**src/rtl/mil1553_pkg.sv**
```systemverilog
// mil1553_pkg
//   Shared definitions for the MIL-STD-1553 Manchester II word generator
//   (and the matching decoder): FSM state encoding, error-injection codes,
//   the 6-half-bit sync patterns and the clocks-per-bit calculation.
package mil1553_pkg;

  typedef enum logic [2:0] {
    ST_IDLE,
    ST_SYNC,
    ST_DATA,
    ST_PARITY,
    ST_GAP
  } state_t;

  // s_err codes
  localparam logic [1:0] ERR_NONE   = 2'b00;
  localparam logic [1:0] ERR_PARITY = 2'b01;
  localparam logic [1:0] ERR_MANCH  = 2'b10;
  localparam logic [1:0] ERR_SYNC   = 2'b11;

  // Sync half-bit levels (tx0, non-inverted), leftmost half-bit sent first
  localparam logic [5:0] SYNC_CMD  = 6'b000111;
  localparam logic [5:0] SYNC_DATA = 6'b111000;

  // Clocks per 1553 bit time
  function automatic int calc_cpb(input int clock_hz, input int bit_hz);
    return clock_hz / bit_hz;
  endfunction

endpackage

```
**src/rtl/mil1553_word_gen_if.sv**
```systemverilog
// mil1553_word_gen_if
//   Word-submission handshake into the 1553 word generator.
//   s_data  : 16-bit payload
//   s_cmd   : 1 = command/status sync, 0 = data sync
//   s_err   : error-injection code (see mil1553_pkg)
//   s_valid : word present
//   s_ready : generator can accept
//   master drives a word, slave (the generator) accepts it.
interface mil1553_word_gen_if;
  logic [15:0] s_data;
  logic        s_cmd;
  logic [1:0]  s_err;
  logic        s_valid;
  logic        s_ready;

  modport master (output s_data, output s_cmd, output s_err, output s_valid, input s_ready);
  modport slave  (input s_data, input s_cmd, input s_err, input s_valid, output s_ready);
endinterface

```
**src/rtl/mil1553_halfbit_timer.sv**
```systemverilog
// mil1553_halfbit_timer
//   Prescaler producing a one-cycle strobe every HALF cycles while enabled.
//   aclk   : clock
//   arstn  : asynchronous active-low reset
//   clear  : restart the count (word acceptance)
//   en     : count enable (word being sent)
//   strobe : half-bit boundary; the next half-bit level is taken on this edge
module mil1553_halfbit_timer #(
  parameter int HALF = 25
) (
  input  logic aclk,
  input  logic arstn,
  input  logic clear,
  input  logic en,
  output logic strobe
);

  localparam int CW = $clog2(HALF + 1);

  logic [CW-1:0] cnt;

  // The count runs 1..HALF after the first pass; clearing to 0 makes the
  // first strobe land HALF+1 cycles after clear, which absorbs the one-cycle
  // lag of the registered outputs behind acceptance.
  always_ff @(posedge aclk or negedge arstn) begin
    if (!arstn) begin
      cnt <= '0;
    end else if (clear) begin
      cnt <= '0;
    end else if (en) begin
      cnt <= (cnt == CW'(HALF)) ? CW'(1) : cnt + CW'(1);
    end
  end

  assign strobe = en && (cnt == CW'(HALF));

endmodule

```
**src/rtl/mil1553_word_gen.sv**
```systemverilog
// mil1553_word_gen
//   MIL-STD-1553 Manchester II word generator. Accepts 16-bit words over a
//   valid/ready handshake and sends sync (3 bit times), 16 data bits MSB first
//   and odd parity on the differential pair, followed by an idle gap.
//   aclk, arstn        : clock, asynchronous active-low reset
//   s (slave modport)  : s_data, s_cmd, s_err, s_valid in; s_ready out
//   tx0_1553, tx1_1553 : differential transmit pair
//   en_diff            : transmitter enable
//   busy               : from first sync level until s_ready returns
//   done               : one-cycle pulse as the word ends
module mil1553_word_gen
  import mil1553_pkg::*;
#(
  parameter int CLOCK_SPEED = 50_000_000,
  parameter int BIT_RATE    = 1_000_000,
  parameter int GAP_BITS    = 4,
  parameter int INVERT_DATA = 0
) (
  input  logic              aclk,
  input  logic              arstn,
  mil1553_word_gen_if.slave s,
  output logic              tx0_1553,
  output logic              tx1_1553,
  output logic              en_diff,
  output logic              busy,
  output logic              done
);

  localparam int CPB        = calc_cpb(CLOCK_SPEED, BIT_RATE);
  localparam int H          = CPB / 2;
  localparam int GAP_CYCLES = GAP_BITS * CPB;
  localparam int GW         = (GAP_CYCLES < 2) ? 1 : $clog2(GAP_CYCLES);
  localparam bit INV        = (INVERT_DATA != 0);

  if ((CPB % 2) != 0 || CPB < 4) begin : g_bad_cpb
    $error("mil1553_word_gen: CLOCK_SPEED/BIT_RATE must be even and >= 4");
  end
  if (GAP_BITS < 0 || GAP_BITS > 255) begin : g_bad_gap
    $error("mil1553_word_gen: GAP_BITS must be in 0..255");
  end

  state_t        state, state_nx;
  logic [5:0]    hidx, hidx_nx;
  logic [15:0]   data_q;
  logic          cmd_q;
  logic [1:0]    err_q;
  logic [GW-1:0] gap_cnt;
  logic          ready_q;
  logic          accept, strobe, sending, last_half, active_nx, level_nx;
  logic [5:0]    sync_pat;
  logic [4:0]    rel;
  logic          dbit, par;

  assign accept    = s.s_valid & ready_q;
  assign sending   = (state == ST_SYNC) || (state == ST_DATA) || (state == ST_PARITY);
  assign s.s_ready = ready_q;

  mil1553_halfbit_timer #(.HALF(H)) u_timer (
    .aclk   (aclk),
    .arstn  (arstn),
    .clear  (accept),
    .en     (sending),
    .strobe (strobe)
  );

  // Next state and half-bit index. Half-bits 0-5 are sync, 6-37 data,
  // 38-39 parity; the strobe after half-bit 39 closes the word.
  always_comb begin
    state_nx  = state;
    hidx_nx   = hidx;
    last_half = 1'b0;
    case (state)
      ST_IDLE: begin
        if (accept) begin
          state_nx = ST_SYNC;
          hidx_nx  = 6'd0;
        end
      end
      ST_SYNC: begin
        if (strobe) begin
          hidx_nx = hidx + 6'd1;
          if (hidx == 6'd5) state_nx = ST_DATA;
        end
      end
      ST_DATA: begin
        if (strobe) begin
          hidx_nx = hidx + 6'd1;
          if (hidx == 6'd37) state_nx = ST_PARITY;
        end
      end
      ST_PARITY: begin
        if (strobe) begin
          if (hidx == 6'd39) begin
            last_half = 1'b1;
            hidx_nx   = 6'd0;
            state_nx  = (GAP_CYCLES == 0) ? ST_IDLE : ST_GAP;
          end else begin
            hidx_nx = hidx + 6'd1;
          end
        end
      end
      ST_GAP: begin
        if (gap_cnt == '0) state_nx = ST_IDLE;
      end
      default: state_nx = ST_IDLE;
    endcase
  end

  // Non-inverted tx0 level for the half-bit that will be on the line after
  // this edge. A data/parity 1 is low then high; the Manchester error repeats
  // the first-half level of data bit 15 in its second half.
  always_comb begin
    sync_pat = ((cmd_q ^ (err_q == ERR_SYNC)) != 1'b0) ? SYNC_CMD : SYNC_DATA;
    rel      = 5'(hidx_nx - 6'd6);
    dbit     = data_q[4'd15 - rel[4:1]];
    par      = ~(^data_q) ^ (err_q == ERR_PARITY);
    level_nx = 1'b0;
    if (hidx_nx < 6'd6) begin
      level_nx = sync_pat[3'd5 - hidx_nx[2:0]];
    end else if (hidx_nx < 6'd38) begin
      if (!rel[0] || (err_q == ERR_MANCH && rel[4:1] == 4'd0)) level_nx = ~dbit;
      else level_nx = dbit;
    end else begin
      level_nx = hidx_nx[0] ? par : ~par;
    end
  end

  // The line is driven only after the acceptance cycle, so outputs trail
  // the state by one edge.
  assign active_nx = (state != ST_IDLE) &&
                     ((state_nx == ST_SYNC) || (state_nx == ST_DATA) || (state_nx == ST_PARITY));

  // State, index, latched word fields and gap countdown
  always_ff @(posedge aclk or negedge arstn) begin
    if (!arstn) begin
      state   <= ST_IDLE;
      hidx    <= 6'd0;
      data_q  <= 16'd0;
      cmd_q   <= 1'b0;
      err_q   <= ERR_NONE;
      gap_cnt <= '0;
    end else begin
      state <= state_nx;
      hidx  <= hidx_nx;
      if (accept) begin
        data_q <= s.s_data;
        cmd_q  <= s.s_cmd;
        err_q  <= s.s_err;
      end
      if (state_nx == ST_GAP && state != ST_GAP) gap_cnt <= GW'(GAP_CYCLES - 1);
      else if (state == ST_GAP) gap_cnt <= gap_cnt - GW'(1);
    end
  end

  // Registered outputs; s_ready stays low for the first edge after reset
  always_ff @(posedge aclk or negedge arstn) begin
    if (!arstn) begin
      ready_q  <= 1'b0;
      busy     <= 1'b0;
      done     <= 1'b0;
      en_diff  <= 1'b0;
      tx0_1553 <= 1'b0;
      tx1_1553 <= 1'b0;
    end else begin
      ready_q  <= (state_nx == ST_IDLE);
      busy     <= (state != ST_IDLE) && (state_nx != ST_IDLE);
      done     <= last_half;
      en_diff  <= active_nx;
      tx0_1553 <= active_nx ? (level_nx ^ INV) : 1'b0;
      tx1_1553 <= active_nx ? ~(level_nx ^ INV) : 1'b0;
    end
  end

endmodule

```
**src/flat_wrapper.sv**
```systemverilog
// flat-port wrapper written by rule: the top's interface ports become plain ports
module mil1553_word_gen_flat import mil1553_pkg::*;
#(
  parameter int CLOCK_SPEED = 50_000_000,
  parameter int BIT_RATE    = 1_000_000,
  parameter int GAP_BITS    = 4,
  parameter int INVERT_DATA = 0
)
  (aclk, arstn, tx0_1553, tx1_1553, en_diff, busy, done, s_s_data, s_s_cmd, s_s_err, s_s_valid, s_s_ready);
  mil1553_word_gen_if s_i ();
  input  logic aclk;
  input  logic arstn;
  output logic tx0_1553;
  output logic tx1_1553;
  output logic en_diff;
  output logic busy;
  output logic done;
  input wire logic [$bits(s_i.s_data)-1:0] s_s_data;
  input wire logic [$bits(s_i.s_cmd)-1:0] s_s_cmd;
  input wire logic [$bits(s_i.s_err)-1:0] s_s_err;
  input wire logic [$bits(s_i.s_valid)-1:0] s_s_valid;
  output wire logic [$bits(s_i.s_ready)-1:0] s_s_ready;
  assign s_i.s_data = s_s_data;
  assign s_i.s_cmd = s_s_cmd;
  assign s_i.s_err = s_s_err;
  assign s_i.s_valid = s_s_valid;
  assign s_s_ready = s_i.s_ready;
  mil1553_word_gen #(.CLOCK_SPEED(CLOCK_SPEED), .BIT_RATE(BIT_RATE), .GAP_BITS(GAP_BITS), .INVERT_DATA(INVERT_DATA)) u_core (.aclk(aclk), .arstn(arstn), .s(s_i), .tx0_1553(tx0_1553), .tx1_1553(tx1_1553), .en_diff(en_diff), .busy(busy), .done(done));
endmodule
```
**config.mk**
```make
export PLATFORM = sky130hd
export DESIGN_NAME = mil1553_word_gen_flat
export DESIGN_NICKNAME = d
export VERILOG_FILES = /design/src/rtl/mil1553_pkg.sv /design/src/rtl/mil1553_word_gen_if.sv /design/src/rtl/mil1553_halfbit_timer.sv /design/src/rtl/mil1553_word_gen.sv /design/src/flat_wrapper.sv
export SDC_FILE = /design/constraint.sdc
export NUM_CORES = 1
export LEC_CHECK = 0
export CAP_MARGIN = 0
export CELL_PAD_IN_SITES_DETAIL_PLACEMENT = 0
export CELL_PAD_IN_SITES_GLOBAL_PLACEMENT = 2
export CORE_MARGIN = 4
export CORE_UTILIZATION = 35
export DETAILED_ROUTE_END_ITERATION = 8
export PLACE_DENSITY = 0.78
export SYNTH_ARGS = -nofsm -noshare
export SYNTH_HDL_FRONTEND = slang
export SYNTH_SLANG_ARGS = --single-unit
```
**constraint.sdc**
```tcl
create_clock -name aclk -period 6.9 [get_ports aclk]
set_input_delay 0.69 -clock aclk [delete_from_list [all_inputs] [get_ports aclk]]
set_output_delay 0.69 -clock aclk [all_outputs]
set_load 0.005 [all_outputs]
```
-- Word level (Yosys, flattened, before mapping)
Cells that the tools add are included.
- register bits after elaboration: 47
- bits in latches: 0
- RAM bits: 0
- memory bits (read-only): 0
- output and inout port bits: 6
- logic and storage cells: 100
- memories: 0
- add/sub/neg operators: 6
- $mul: 0
- div/mod/pow operators: 0
- magnitude comparators: 4
- eq/ne operators: 16
- shifts and indexed selects: 0
- multiplexer cells: 33
- bitwise gates (word level): 7
- reduce and logical (&&, ||, !) cells: 21
- operators with widths (kind ; count):
    2-to-1 mux 6 bit ; 5
    2-to-1 mux 3 bit ; 8
    one-hot mux 6 bit (3 select lines) ; 1
    2-to-1 mux 8 bit ; 2
    XOR reduction 16 bit ; 1
    2-to-1 mux 5 bit ; 3
    one-hot mux 3 bit (5 select lines) ; 1
    equality test 3 x 2 -> 1 bit (second input constant) ; 4
    equality test 6 bit (second input constant) ; 2
    2-to-1 mux 1 bit ; 11
    zero test 8 bit ; 1
    subtractor 8 x 1 -> 8 bit (second input constant) ; 1
    adder 6 x 1 -> 6 bit (second input constant) ; 1
    equality test 3 x 1 -> 1 bit (second input constant) ; 2
    equality test 3 bit (second input constant) ; 2
    equality test 6 x 3 -> 1 bit (second input constant) ; 1
    zero test 3 bit ; 2
    < comparator 6 x 3 -> 1 bit (second input constant) ; 1
    < comparator 6 bit (second input constant) ; 1
    nonzero test 3 bit ; 2
    adder 5 x 1 -> 5 bit (second input constant) ; 1
    equality test 5 bit (second input constant) ; 1
    logical AND 1 bit ; 5
    logical OR 1 bit ; 5
    17 further kinds ; 23

-- Longest topological paths before layout
Gate-level depths: netlist of run 1.
- word-level depth: 16
- gate-level depth with buffers: 14
- mapped depth without buffers: 14

-- Cells and area by module
A second synthesis of run 1 with hierarchy kept.
- cell total of the unflattened synthesis: 246
- area, all modules: 2688.8 µm²
- by module, submodules not included (module ; instances ; cells each ; area an instance (µm²)):
    mil1553_word_gen ; 1 ; 215 ; 2402.3
    mil1553_halfbit_timer ; 1 ; 31 ; 286.5

-- Worst setup path after synthesis of run 1
OpenSTA, ideal clock, no wires.
- path kind: in2reg
- start point: in s_s_valid
- end point: reg u_core.tx1_1553
- library setup time: 132 ps
- arrival: 3083 ps
- required time: 6768 ps
- setup slack: 3685 ps
- stages on the path: 13
- buffers on the path: 1
- cell sequence: and2_1 > clkbuf_1 > a31oi_1 > mux2i_1 > inv_1 > ha_1 > nand2_1 > o32ai_1 > a211oi_4 > mux2i_1 > mux2i_4 > xor2_1 > o22ai_1
- word-level cells in the longest chain between the ends: 13
- elaborated cells between the ends (all ways): 31
- RTL lines (what ; RTL line ; source):
    start: declaration ; flat_wrapper.sv:21 ; input wire logic [$bits(s_i.s_valid)-1:0] s_s_valid;
    bitwise AND 1 bit (*) ; mil1553_word_gen.sv:54 ; assign accept = s.s_valid & ready_q;
    2-to-1 mux 6 bit (*) ; mil1553_word_gen.sv:74 ; if (accept) begin
    one-hot mux 6 bit (3 select lines) (*) ; mil1553_word_gen.sv:72 ; case (state)
    via u_core.hidx_nx[1] ; mil1553_word_gen.sv:43 ; logic [5:0] hidx, hidx_nx;
    subtractor 5 x 3 -> 5 bit ; mil1553_word_gen.sv:114 ; rel = 5'(hidx_nx - 6'd6);
    subtractor 4 bit ; mil1553_word_gen.sv:115 ; dbit = data_q[4'd15 - rel[4:1]];
    binary-select mux 1 bit (select 4 bit) ; mil1553_word_gen.sv:115 ;
    2-to-1 mux 1 bit (implied by the code) ; mil1553_word_gen.sv:115 ;
    NOT 1 bit ; mil1553_word_gen.sv:121 ; if (!rel[0] || (err_q == ERR_MANCH && rel[4:1] == 4'd0)) level_nx = ~dbit;
    2-to-1 mux 1 bit ; mil1553_word_gen.sv:121 ;
    2-to-1 mux 1 bit ; mil1553_word_gen.sv:120 ; end else if (hidx_nx < 6'd38) begin
    2-to-1 mux 1 bit (*) ; mil1553_word_gen.sv:118 ; if (hidx_nx < 6'd6) begin
    NOT 1 bit (*) ; mil1553_word_gen.sv:170 ; tx1_1553 <= active_nx ? ~(level_nx ^ INV) : 1'b0;
    2-to-1 mux 1 bit (*) ; mil1553_word_gen.sv:170 ;
    end signal: assignment ; mil1553_word_gen.sv:170 ;
    end: declaration ; mil1553_word_gen.sv:23 ; output logic tx1_1553,
Mark *: on every way through the listed nets, which the timed path passes. The rest lies on a longest branch. The select of a mux whose other input is x is not followed.
A chain may end at the register's enable or synchronous reset.

-- Final worst setup path of run 1
- start point: in s_s_valid
- end point: reg u_core.tx0_1553
- word-level cells in the longest chain between the ends: 12
- elaborated cells between the ends (all ways): 30
- RTL lines (what ; RTL line ; source):
    bitwise AND 1 bit (*) ; mil1553_word_gen.sv:54 ;
    2-to-1 mux 6 bit (*) ; mil1553_word_gen.sv:74 ;
    one-hot mux 6 bit (3 select lines) (*) ; mil1553_word_gen.sv:72 ;
    via u_core.hidx_nx[1] ; mil1553_word_gen.sv:43 ;
    subtractor 5 x 3 -> 5 bit ; mil1553_word_gen.sv:114 ;
    subtractor 4 bit ; mil1553_word_gen.sv:115 ;
    binary-select mux 1 bit (select 4 bit) ; mil1553_word_gen.sv:115 ;
    2-to-1 mux 1 bit (implied by the code) ; mil1553_word_gen.sv:115 ;
    NOT 1 bit ; mil1553_word_gen.sv:121 ;
    2-to-1 mux 1 bit ; mil1553_word_gen.sv:121 ;
    2-to-1 mux 1 bit ; mil1553_word_gen.sv:120 ;
    2-to-1 mux 1 bit (*) ; mil1553_word_gen.sv:118 ;
    2-to-1 mux 1 bit (*) ; mil1553_word_gen.sv:169 ; tx0_1553 <= active_nx ? (level_nx ^ INV) : 1'b0;
    end signal: assignment ; mil1553_word_gen.sv:169 ;
    end: declaration ; mil1553_word_gen.sv:22 ; output logic tx0_1553,
Marked as above.

==> run summary, run 1 <==
The fraction of synthesized cell area taken by the top area cell type is between 40% and 50%. After detailed routing, the average wire length per cell comes to around 14 um. TritonCTS built the clock tree.

The proportion of synthesized chip area in sequential cells is 42.8%. The number of top-level pins is 28. By instance count, the cell type seen most on the critical path is mux2i_1. Yosys printed 0 warnings. The async set-reset flop share out of synthesis came out at 100%.

For the worst setup path, the data required time is approximately 7.1 ns. Setup total negative slack on the finished layout was measured at 0 ns. The total DRC errors in the routed layout is 0.

The global-route wire length before repair is approximately 10,000 um. The number of cells traversed by the worst register-to-register path came out at 12. In this run the standard cell core region covers 0.00769 mm2. In the final layout, the share of cells above drive strength 1 is 6.56%.

The width of the chip came out at 96.6 um. The arrival time at the worst endpoint came out at 4.49 ns. The clock period minus final worst setup slack is 4.30 ns. The number of hold violations in the final report came out at 0. For the worst-skew pair, the clock arrives at the later sink with an insertion delay of roughly 0.3 ns. The initial antenna violation count is 0.

The number of global-route vias before repair came to 2,012. The synthesized-area fraction occupied by ao, oa, aoi and oai cells came out at 13.0%. Wire segments on met3 add up to 207 um in the final route.

The H-tree depth came out at 2. The number of violations reported at the end of detailed-routing iteration 0 is 70. The pin count of the biggest net entering global routing is 48. The die boundary height is about 97 um.

The routability congestion estimate from global placement came out at 0.756. The number of standard-cell rows in the floorplan is 32. The overall overflow remaining after global route came out at 0.

The share of the clock period used by the worst path after layout came out at just over 60%. The power density over the cells came out at 144 mW/mm2. The total number of nets in the final design is 349.

Detailed placement finished with a half-perimeter wire length of 4250 um. The routed metal-1 wirelength is approximately 3000 um. The total of cells resized after clock tree synthesis is 0. The remaining antenna violation count came out at 0. The worst setup path is captured at a flop.

The post-synthesis sequential element count came out at 47. The number of setup violations in the final report is 0. The area of the die is ~0.0093 mm2. The gate count of the mapped netlist is 294. The run finished with clean final reports. The total met2 wirelength after detailed routing is approximately 2600 um. The delay of the slowest critical-path stage is about 0.74 ns. The slowest stage of the critical path is the and2_1 cell.

The clock skew after layout is about 0.0047 ns. Wires add up to 5910 um. In this run the post-CTS setup repair buffer count came out at 0. The clock-pin transition on the worst setup and hold timing paths is 0.09 ns. The maximum VDD drop came out at 0.0000683 V. The count of vias placed by the detailed router came out at 2,098.

The achievable frequency is between 200 and 250 MHz. The count of buffers from port buffering came out at 27. The critical-path maximum fanout is 25. The area share of and/or/nand/nor cells after synthesis came out at about a quarter. The number of distinct library cell variants in the gate-level netlist after synthesis came out at 57. The cts-stage hold buffer count is 0.

The synthesized-area fraction occupied by adder cells came out at under 10%. The final number of max-transition violations is 0. The type of the worst min-delay path is in -> async.

By area the synthesized netlist is led by dfrtp_1 43%, nand2_1 10%, xnor2_1 5.7%, ha_1 3.6%, nor2_1 2.7%. The cell leakage power came out at 1.42 nW. The first-pass iteration count of the detailed router is 4. The total number of clock tree sinks came out at 47. The worst setup path is of the in -> reg kind. The worst-margin pin slew is 0.915 ns. When the netlist entered floorplanning its net count stood at 324. For this configuration, the core starts out at a cell density of 35.7%. The primary flip-flop cell chosen by synthesis mapping is dfrtp_1. Headroom to the max-slew limit came out at 39.0%. The number of buffers on the longest clock path is 2.

The antenna diode instance count is 0. Yosys mapped a number of flops with a built-in enable equal to 0. The cell area after synthesis is approximately 0.0027 mm2.

The highest layer touched by signal routing is met4. The total global-route track usage is 14.4%. The ratio of routed vias to standard cells came out at 4.97. The worst reg-to-reg setup slack is 3.10 ns. The multiplexer area fraction after synthesis came out at ~5.5%. The clock buffer count from CTS came out at 5. In this run the clock root is driven by a clkbuf_8. The tightest hold path in the finished design has a slack of about 0.47 ns. The average cell area after synthesis came out at 9.34 um2. The xor-xnor portion of the synthesized cell area is 8.43%. By area, the combinational part of the netlist is dominated by simple AND/OR/NAND/NOR gates. The largest total area in the synthesized netlist belongs to dfrtp_1. The signal on the critical path passes through clkdlybuf4s50_1, and2_1, a31oi_1, mux2i_1, inv_1, ha_1, nand2_1, o32ai_1, a211oi_4, mux2i_1, mux2i_4, xnor2_1, a21oi_1. The worst setup path is launched from an input pin. Setup repair after global routing left no endpoint under its margin. The area growth from synthesis to layout is 16.1%. The number of max-cap violations is 0.
## worst max-delay path, delay by kind of cell
kind / cells / cell delay, ns
adder cells (fa/ha/maj): 1 / 0.29
AND/OR/NAND/NOR: 2 / 0.83
AO/OA/AOI/OAI: 4 / 0.70
multiplexers: 3 / 1.10
XOR/XNOR: 1 / 0.17
buffers and inverters: 2 / 0.71
## registers in the layout, summed over array words and instances, names as in the netlist
signal	cells
u_core.tx0_1553	1
u_core.data_q	16
u_core.tx1_1553	1
u_core.hidx	6
u_core.s.s_ready	1
u_core.busy	1
u_core.err_q	2
u_core.cmd_q	1
u_core.en_diff	1
u_core.state	3
u_core.done	1
u_core.u_timer.cnt	5
u_core.gap_cnt	8
## cells in the final DEF, fill, tap and decap left out, drive strengths merged, types with 2 or more instances in the layout
cell type / count
nor3: 10
nor2: 20
a21oi: 10
o21ai: 9
mux4: 4
and3: 3
a311oi: 3
xor2: 5
nand3: 11
xnor2: 18
a211oi: 3
o31ai: 2
nand4: 3
o22ai: 3
clkbuf: 6
ha: 8
dfrtp: 47
or3: 2
nand2: 75
nand2b: 2
inv: 11
clkdlybuf4s50: 26
buf: 2
nor4: 2
a31oi: 4
and2: 2
or4: 2
mux2i: 4
## metrics by stage
step                total power [mW]  utilization (%)  setup slack, ns  std cells  area (um2)
finish                         0.460             41.5             2.60        422        3190
global route                   0.480             41.5             2.17        422        3190
CTS                            0.470             41.5             2.51        422        3190
detailed placement             0.299             40.4             2.21        414        3100
global placement               0.299             40.4             2.38        414        3100
floorplan                      0.281                -             3.68        294        2750
## Yosys cell counts (2+ instances only)
master,count
o21ai_0,8
nor3_1,10
inv_1,11
mux4_2,2
o22ai_1,3
nand2b_1,2
a211oi_1,2
a311oi_1,3
mux4_1,2
ha_1,8
dfrtp_1,47
nand2_1,75
nor4_1,2
a31oi_1,4
nand4_1,3
xnor2_1,18
nor2_1,20
clkbuf_1,7
a21oi_1,10
and2_1,2
mux2i_1,3
and3_1,3
or3_1,2
xor2_1,4
nand3_1,11
## final cells by class
class | instances | area (um2)
fillers | 784 | 4500
multi-input cells | 226 | 1490
flip-flops and latches | 47 | 1180
repair buffers | 28 | 273
well taps | 102 | 128
clock buffers | 6 | 72.6
inverters | 11 | 41.3
clock inverters | 2 | 12.5
## power by group
group	total (mW)	leakage, nW	internal, mW	switching, mW
Clock	0.168	0.0412	0.0711	0.0965
Sequential	0.275	0.607	0.275	0
Combinational	0.0175	0.769	0.0104	0.00701
Total	0.460	1.42	0.357	0.104
## cells by family (layout without fill, tap and decap cells)
group	Yosys count	count (layout)
AO/OA/AOI/OAI	47	47
XOR/XNOR	24	24
adder cells (fa/ha/maj)	8	8
buffers and inverters	21	47
flip-flops	47	47
multiplexers	8	8
AND/OR/NAND/NOR	139	139
## final timing paths
check | from | end
hold reg to reg | u_core.gap_cnt[7] | u_core.gap_cnt[7]
setup / recovery | s_s_valid | u_core.tx0_1553
max in group asynchronous | arstn | u_core.err_q[1]
min in group aclk | u_core.gap_cnt[7] | u_core.gap_cnt[7]
hold / removal | arstn | u_core.state[1]
setup reg to reg | u_core.s.s_ready | u_core.tx0_1553
## layer usage
metal	global-route usage, %	vias up
li1	-	1076
met1	21.9	982
met2	20.5	36
met3	2.94	4
met4	4.21	0
met5	0	-
(Power assumes the default switching activity.)
==> run 2: changes to the inputs <==
--- a/config.mk
+++ b/config.mk
@@ -9,9 +9,9 @@
 export CELL_PAD_IN_SITES_DETAIL_PLACEMENT = 0
 export CELL_PAD_IN_SITES_GLOBAL_PLACEMENT = 2
 export CORE_MARGIN = 4
-export CORE_UTILIZATION = 35
+export CORE_UTILIZATION = 32
 export DETAILED_ROUTE_END_ITERATION = 8
-export PLACE_DENSITY = 0.78
+export PLACE_DENSITY = 0.75
 export SYNTH_ARGS = -nofsm -noshare
 export SYNTH_HDL_FRONTEND = slang
 export SYNTH_SLANG_ARGS = --single-unit
==> constraint.sdc (replaced) <==
create_clock -name aclk -period 3.55 [get_ports aclk]
set_input_delay 0.355 -clock aclk [delete_from_list [all_inputs] [get_ports aclk]]
set_output_delay 0.355 -clock aclk [all_outputs]
set_load 0.005 [all_outputs]
==> run 2 against run 1 <==
Clock-buffer cell count is the same. Non-clock buffer count grew 3. Worst setup slack lost 2.3 ns. Power grew 93%. Sequential cell count is the same. Register-to-register slack lost 2.8 ns. Final area grew 0.82%. Clock skew grew 0.0012 ns. Utilization shrank 2.7 points. Worst hold slack lost 0.23 ns. Sequential share of layout area shrank 0.30 points. Largest power group unchanged.
==> run summary, run 2 (synthesized netlist as in run 1, its figures left out) <==
The number of buffers on the longest clock path came out at 2 (unchanged). The cell type of the slowest stage on the worst timing path is or4_1 (was and2_1). The antenna diode instance count is 0 (unchanged). The critical-path maximum fanout is 13 (was 25). The final HPWL from detailed placement is 4620 um (was 4250 um). The H-tree depth came out at 2 (unchanged). The register name with the most flops is u_core.data_q (unchanged). The count of vias placed by the detailed router is 2,162 (was 2,098). The sum of negative setup slack came out at 0 ns (unchanged).

Most used cells in the layout excluding fill and tap cells: 75 x nand2_1, 47 x dfrtp_1, 26 x clkdlybuf4s50_1, 20 x nor2_1, 18 x xnor2_1 (unchanged). For this run, the top clock speed supported by timing is 307 MHz. The clock buffer count from CTS came out at 5 (unchanged). The total global-route track usage was 13.1% (was 14.4%).

The count of buffers from port buffering was 27 (unchanged). The combined flip-flop and latch cell area is 0.00118 mm2 (unchanged). The worst relative slew slack came out at 28.5% (was 39.0%). The met3 track utilization from global routing was 2.21% (was 2.94%). The capturing element type of the critical path is a flop (unchanged).

The global-route wire length before repair is 10,700 um (was 10,300 um). The family with the most delay on the worst path is simple AND/OR/NAND/NOR gates (was multiplexers). The total DRC errors in the routed layout came out at 0 (unchanged). The total number of nets in the final design is 352 (was 349). The worst setup slack after placement came to 0.323 ns (was 2.21 ns). The delay of the slowest critical-path stage is 0.52 ns (was 0.74 ns). The share of layout cells above drive strength 1 is 7.43% (was 6.56%). The critical setup path kind is reg -> reg (was in -> reg). The total of cells resized after clock tree synthesis came out at 0 (unchanged). The global routing usage on met2 is 20.5% (about the same). The aggregate routed wire length was 6250 um (was 5910 um). The number of standard-cell rows in the floorplan is 33 (was 32). The worst path in the final design needs a cycle of 3.25 ns, including I/O delays and setup.

The overall overflow remaining after global route is 0 (unchanged). The commonest non-fill, non-tap cell in the layout was nand2_1 (unchanged). The detail-routed net length per standard cell is 14.6 um (was 14.0 um).

The pin count of the biggest net entering global routing is 48 (unchanged). The cts-stage hold buffer count came out at 0 (unchanged). Outcome: finished, final reports clean (unchanged). The met1 global-route usage came to 18.5% (was 21.9%).

Critical path, cell by cell: inv_1, ha_1, nand4b_4, or4_1, and3_1, inv_1, ha_1, nand2b_1, o32ai_1, a211oi_4, mux2i_1, mux2i_4, xnor2_1, a21oi_1 (was clkdlybuf4s50_1, and2_1, a31oi_1, mux2i_1, inv_1, ha_1, nand2_1, o32ai_1, a211oi_4, mux2i_1, mux2i_4, xnor2_1, a21oi_1). The initial antenna violation count came out at 0 (unchanged). RSZ-0062 raised after global routing: no (unchanged). The number of hold violations in the final report is 0 (unchanged). The starting density of the core came to 33.1% (was 35.7%). The cell at the root of the clock tree is clkbuf_8 (unchanged).

The core area came out at 0.00830 mm2 (was 0.00769 mm2). The CTS tree is done (unchanged). The area taken by multi-input logic gates came out at 0.00149 mm2 (unchanged).

The final number of max-transition violations is 0 (unchanged). The area of the die is 0.0101 mm2 (was 0.00933 mm2). The number of flip-flops in the largest register is 16 (unchanged). The first-pass iteration count of the detailed router came out at 4 (unchanged). The width of the chip came out at 101 um (was 96.6 um). The count of filler cells inserted in the layout came out at 863 (was 784). The die boundary height came out at 101 um (was 96.6 um).

The number of buffers added for setup after CTS came out at 0 (unchanged). The source-to-sink clock delay at the later pin of the worst-skew pair is 0.30 ns (about the same). The signed area change from the synthesized netlist to the final layout came out at 17.1% (was 16.1%). The ratio of routed vias to standard cells is 5.05 (was 4.97). Registers with the highest flip-flop counts: u_core.data_q (16), u_core.gap_cnt (8), u_core.hidx (6) (unchanged).

The number of max-cap violations came to 0 (unchanged). The kind of start point of the critical path is a flop (was input pin). The clock-pin transition on the worst setup and hold timing paths is 0.09 ns (about the same). The cell leakage power is 1.43 nW (was 1.42 nW). The remaining antenna violation count is 0 (unchanged). The setup slack of the critical path after layout came out at 0.296 ns (was 2.60 ns). The number of top-level pins came out at 28 (unchanged).

The power density over the cells is 277 mW/mm2 (was 144 mW/mm2). The count of buffer and inverter cells on the critical path is 2 (unchanged). The most used routing layer in global routing is met2 (was met1).

The worst path required time came out at 3.73 ns (was 7.09 ns). The share of the clock period used by the worst path after layout came out at between 90 and 100%. The arrival time at the worst endpoint came out at 3.43 ns (was 4.49 ns). The number of setup violations in the final report is 0 (unchanged).

The maximum VDD drop came to 0.000123 V (was 0.0000683 V). The power consumption is 0.889 mW (was 0.460 mW). The number of global-route vias before repair is 2,171 (was 2,012). The type of the worst min-delay path is in -> async (unchanged). The worst-margin pin slew is 1.07 ns (was 0.915 ns). The number of violations reported at the end of detailed-routing iteration 0 came out at 106 (was 70). The routability congestion estimate from global placement came out at 0.753 (was 0.756).

The clock skew after layout is 0.00588 ns (was 0.00469 ns). The total number of clock tree sinks is 47 (unchanged).
## run 2: cell count changes in the layout (fill, tap and decap cells not counted), sizes merged
cell,change
buf,+3
## run 2: worst paths after layout
path                                            start                 to  slack, ns  cells past startpoint
worst max-delay path            u_core.u_timer.cnt[1]    u_core.tx0_1553       0.30                     14
worst min-delay path                            arstn    u_core.state[1]       0.24                      1
worst max register to register  u_core.u_timer.cnt[1]    u_core.tx0_1553       0.30                     14
worst min register to register      u_core.gap_cnt[7]  u_core.gap_cnt[7]       0.50                      1
max in group asynchronous                       arstn     u_core.hidx[3]       2.64                      1
min in group aclk                   u_core.gap_cnt[7]  u_core.gap_cnt[7]       0.50                      1
## run 2: layout make-up
type,count,share of cell area (%)
Inverter,11,1.28
Tap cell,105,4.09
Multi-Input combinational cell,226,46.2
Clock buffer,6,2.26
Sequential cell,47,36.6
Clock inverter,2,0.389
Timing Repair Buffer,31,9.18
## run 2: power breakdown
group / internal [mW] / switching [mW] / leakage, nW
logic: 0.0196 / 0.0134 / 0.783
clock network: 0.138 / 0.184 / 0.0412
registers: 0.535 / 0 / 0.607
## run 2: metrics by stage
stage	util (%)	hold WS [ns]	instance area, um2	std cells
2_1_floorplan	-	0.0594	2750	294
3_3_place_gp	37.7	0.476	3130	420
3_5_place_dp	37.7	0.481	3130	420
4_1_cts	38.7	0.305	3220	428
5_1_grt	38.7	0.356	3220	428
6_report	38.7	0.239	3220	428
## run 2: worst reg2reg max path, cell delays in order (launching register included)
cell and delay [ns]:
dfrtp_1 0.42, inv_1 0.07, ha_1 0.19, nand4b_4 0.24, or4_1 0.52, and3_1 0.20
inv_1 0.10, ha_1 0.19, nand2b_1 0.06, o32ai_1 0.39, a211oi_4 0.10, mux2i_1 0.28
mux2i_4 0.12, xnor2_1 0.17, a21oi_1 0.08
## run 2: per-layer routing
metal | wire, um | up-vias
met5 | 0 | -
met4 | 62 | 0
met3 | 214 | 6
met2 | 2790 | 42
met1 | 3180 | 1034
li1 | - | 1080
==> run 3: changes to the inputs <==
--- a/config.mk
+++ b/config.mk
@@ -9,9 +9,11 @@
 export CELL_PAD_IN_SITES_DETAIL_PLACEMENT = 0
 export CELL_PAD_IN_SITES_GLOBAL_PLACEMENT = 2
 export CORE_MARGIN = 4
-export CORE_UTILIZATION = 32
+export CORE_UTILIZATION = 35
 export DETAILED_ROUTE_END_ITERATION = 8
-export PLACE_DENSITY = 0.75
+export GPL_TIMING_DRIVEN = 0
+export PLACE_DENSITY = 0.78
+export SLEW_MARGIN = 20
 export SYNTH_ARGS = -nofsm -noshare
 export SYNTH_HDL_FRONTEND = slang
 export SYNTH_SLANG_ARGS = --single-unit
==> constraint.sdc (replaced) <==
create_clock -name aclk -period 3.1 [get_ports aclk]
set_input_delay 0.31 -clock aclk [delete_from_list [all_inputs] [get_ports aclk]]
set_output_delay 0.31 -clock aclk [all_outputs]
set_load 0.005 [all_outputs]
==> run 3 against run 2 <==
Worst hold slack got worse by 0.22 ns. Largest cell class unchanged. Clock-buffer cell count stayed put. Maximum frequency is 11% higher. Combinational power rose by 16%. Sequential share of layout area shrank 2.0 points. Largest power group unchanged. Utilization rose by 5.6 points. First-iteration DRC count fell by 38%. Critical path type unchanged. Highest routed layer unchanged.
==> run summary, run 3 (synthesized netlist as in run 1, its figures left out) <==
The arrival time at the worst endpoint is 3.11 ns (was 3.43 ns). The total number of nets in the final design is 363 (was 352). The worst-margin pin slew was 0.627 ns (was 1.07 ns). The detail-routed net length per standard cell is 14.8 um (was 14.6 um). The final number of max-transition violations was 0 (unchanged). The number of setup violations in the final report came to 0 (unchanged). The reg-to-reg startpoint was u_core.hidx[0] (was u_core.u_timer.cnt[1]). The final standard cell count with taps included and fillers excluded is 436 (was 428). The core area came to 0.00769 mm2 (was 0.00830 mm2). The number of hold violations in the final report was 0 (unchanged).

The width of the chip came to 96.6 um (was 101 um). The source-to-sink clock delay at the later pin of the worst-skew pair is 0.30 ns (about the same). The number of top-level pins came out at 28 (unchanged). The area of the die is 0.00933 mm2 (was 0.0101 mm2). The cell leakage power is 1.49 nW (was 1.43 nW).

The worst reg-to-reg setup slack came out at 0.18 ns (was 0.30 ns). The worst path required time is 3.29 ns (was 3.73 ns). The share of layout cells above drive strength 1 is 14.1% (was 7.43%). The count of vias placed by the detailed router is 2,200 (was 2,162). The number of max-cap violations is 0 (unchanged). The number of buffers on the longest clock path came out at 2 (unchanged). The count of buffers from port buffering is 27 (unchanged). The signed area change from the synthesized netlist to the final layout came to 24.1% (was 17.1%). The cell type of the slowest stage on the worst timing path is or4_1 (unchanged). The pin count of the biggest net entering global routing came out at 48 (unchanged).

The ratio of routed vias to standard cells came to 5.05 (about the same). The initial antenna violation count came out at 0 (unchanged). The overall overflow remaining after global route came out at 0 (unchanged).

The starting density of the core is 35.7% (was 33.1%). The instance area after placement came out at 0.00314 mm2 (was 0.00313 mm2). The number of placed cells counting well taps came out at 423 (was 420). The kind of start point of the critical path is a flop (unchanged).

The commonest non-fill, non-tap cell in the layout is nand2_1 (unchanged). The number of cells traversed by the worst register-to-register path was 13 (was 14). The number of global-route vias before repair came out at 2,191 (was 2,171). Critical path, cell by cell: ha_2, nand2b_1, or4_1, and3_4, inv_4, ha_4, inv_1, o311a_4, a211oi_4, mux2i_2, mux2i_4, xor2_1, o22ai_1 (was inv_1, ha_1, nand4b_4, or4_1, and3_1, inv_1, ha_1, nand2b_1, o32ai_1, a211oi_4, mux2i_1, mux2i_4, xnor2_1, a21oi_1). The capturing element type of the critical path is a flop (unchanged).

The share of the clock period used by the worst path after layout was 94.3% (was 91.7%). The number of violations reported at the end of detailed-routing iteration 0 is 66 (was 106). The clock buffer count from CTS came to 5 (unchanged). The number of standard-cell rows in the floorplan is 32 (was 33). The clock period minus final worst setup slack came to 2.92 ns (was 3.25 ns). The power density over the cells is 349 mW/mm2 (was 277 mW/mm2).

The worst reg2reg path endpoint is u_core.tx1_1553 (was u_core.tx0_1553). The CTS tree is done (unchanged). The cell at the root of the clock tree is clkbuf_8 (unchanged).

The achievable frequency came to 342 MHz (was 307 MHz). The register name with the most flops is u_core.data_q (unchanged). The antenna diode instance count is 0 (unchanged). The routability congestion estimate from global placement is 0.800 (was 0.753). The H-tree depth was 2 (unchanged). The total global-route track usage is 15.1% (was 13.1%). The sum of negative setup slack is 0 ns (unchanged). Registers with the highest flip-flop counts: u_core.data_q (16), u_core.gap_cnt (8), u_core.hidx (6) (unchanged).

The global-route wire length before repair is 10,900 um (was 10,700 um). The count of buffer and inverter cells on the critical path is 2 (unchanged). The maximum VDD drop came out at 0.000232 V (was 0.000123 V).

Outcome: finished, final reports clean (unchanged). The critical-path maximum fanout is 6 (was 13). The family with the most delay on the worst path is simple AND/OR/NAND/NOR gates (unchanged). The remaining antenna violation count came to 0 (unchanged). The type of the worst min-delay path is in -> async (unchanged). Most used cells in the layout excluding fill and tap cells: 75 x nand2_1, 46 x dfrtp_1, 26 x clkdlybuf4s50_1, 19 x nor2_1, 18 x xnor2_1 (was 75 x nand2_1, 47 x dfrtp_1, 26 x clkdlybuf4s50_1, 20 x nor2_1, 18 x xnor2_1). The total DRC errors in the routed layout came out at 0 (unchanged).

The final HPWL from detailed placement is 4510 um (was 4620 um). The post-route standard cell area excluding fillers is 0.00341 mm2 (was 0.00322 mm2). The number of flip-flops in the largest register was 16 (unchanged).

The critical setup path kind was reg -> reg (unchanged). The worst relative slew slack came out at 58.2% (was 28.5%). The total number of clock tree sinks came out at 47 (unchanged). The die boundary height is 96.6 um (was 101 um). The delay of the slowest critical-path stage is 0.46 ns (was 0.52 ns).

The clock skew after layout came out at 0.00921 ns (was 0.00588 ns). The first-pass iteration count of the detailed router came out at 4 (unchanged). The final hold slack came to 0.0184 ns (was 0.239 ns). The aggregate routed wire length came to 6440 um (was 6250 um). The clock-pin transition on the worst setup and hold timing paths came to 0.09 ns (about the same).
[run 3: cell types whose count changed in the layout (fill, tap and decap cells not counted), sizes merged]
cell,change
bufinv,+2
clkbuf,+6
buf,+5
clkinvlp,-1
clkinv,-1
[run 3: worst reg2reg max path, delay by kind of cell (launching register included)]
kind	cells	cell delay, ns
buf+inv	2	0.11
xor+xnor	1	0.19
fa+ha+maj	2	0.37
mux	2	0.41
compound gates	3	0.57
simple gates	3	0.73
flops	1	0.43
[run 3: metal layers]
metal	share of wire, %	GRT usage (%)	vias to the layer above
met5	0	0	-
met4	2.1	4.91	0
met3	3.6	2.94	13
met2	46	23.7	37
met1	49	21.0	1054
li1	-	-	1096
[run 3: how the worst max path moves through the flow]
stage                                startpoint               to  slack, ns  cells after the start
final                            u_core.hidx[0]  u_core.tx1_1553       0.18                     13
after global routing             u_core.hidx[0]  u_core.tx1_1553      -0.02                     13
after CTS                 u_core.u_timer.cnt[0]  u_core.tx0_1553       0.01                     13
after detailed placement              s_s_valid  u_core.tx1_1553      -1.04                     14
after global placement                s_s_valid  u_core.tx1_1553      -0.98                     14
after floorplan                  u_core.hidx[0]  u_core.tx1_1553       0.03                     13
[run 3: what timing repair did]
item / in CTS / in global routing
setup endpoints to repair: 2 / 2
pin swaps: 2 / 5
resized for setup: 8 / 17
hold buffers: 0 / 0
setup buffers: 2 / 4
[run 3: per-stage QoR]
step / setup WS (ns) / power [mW] / util (%)
2_1_floorplan: 0.0263 / 0.625 / -
4_1_cts: 0.0139 / 1.20 / 43.3
6_report: 0.178 / 1.19 / 44.3
5_1_grt: -0.0165 / 1.23 / 44.3
3_3_place_gp: -0.982 / 0.664 / 40.9
3_5_place_dp: -1.04 / 0.664 / 40.9
[run 3: power breakdown]
group	total, mW	switching (mW)	internal (mW)
Clock	0.540	0.217	0.323
Sequential	0.612	0	0.612
Combinational	0.0384	0.0156	0.0228
Total	1.19	0.233	0.958
[run 3: area by class of cell]
class | instances | area (um2)
Fill cell | 766 | 4280
Multi-Input combinational cell | 226 | 1570
Sequential cell | 47 | 1180
Timing Repair Buffer | 33 | 313
Tap cell | 102 | 128
Clock buffer | 6 | 72.6
Clock inverter | 2 | 60.1
Inverter | 11 | 43.8
Buffer | 9 | 40.0
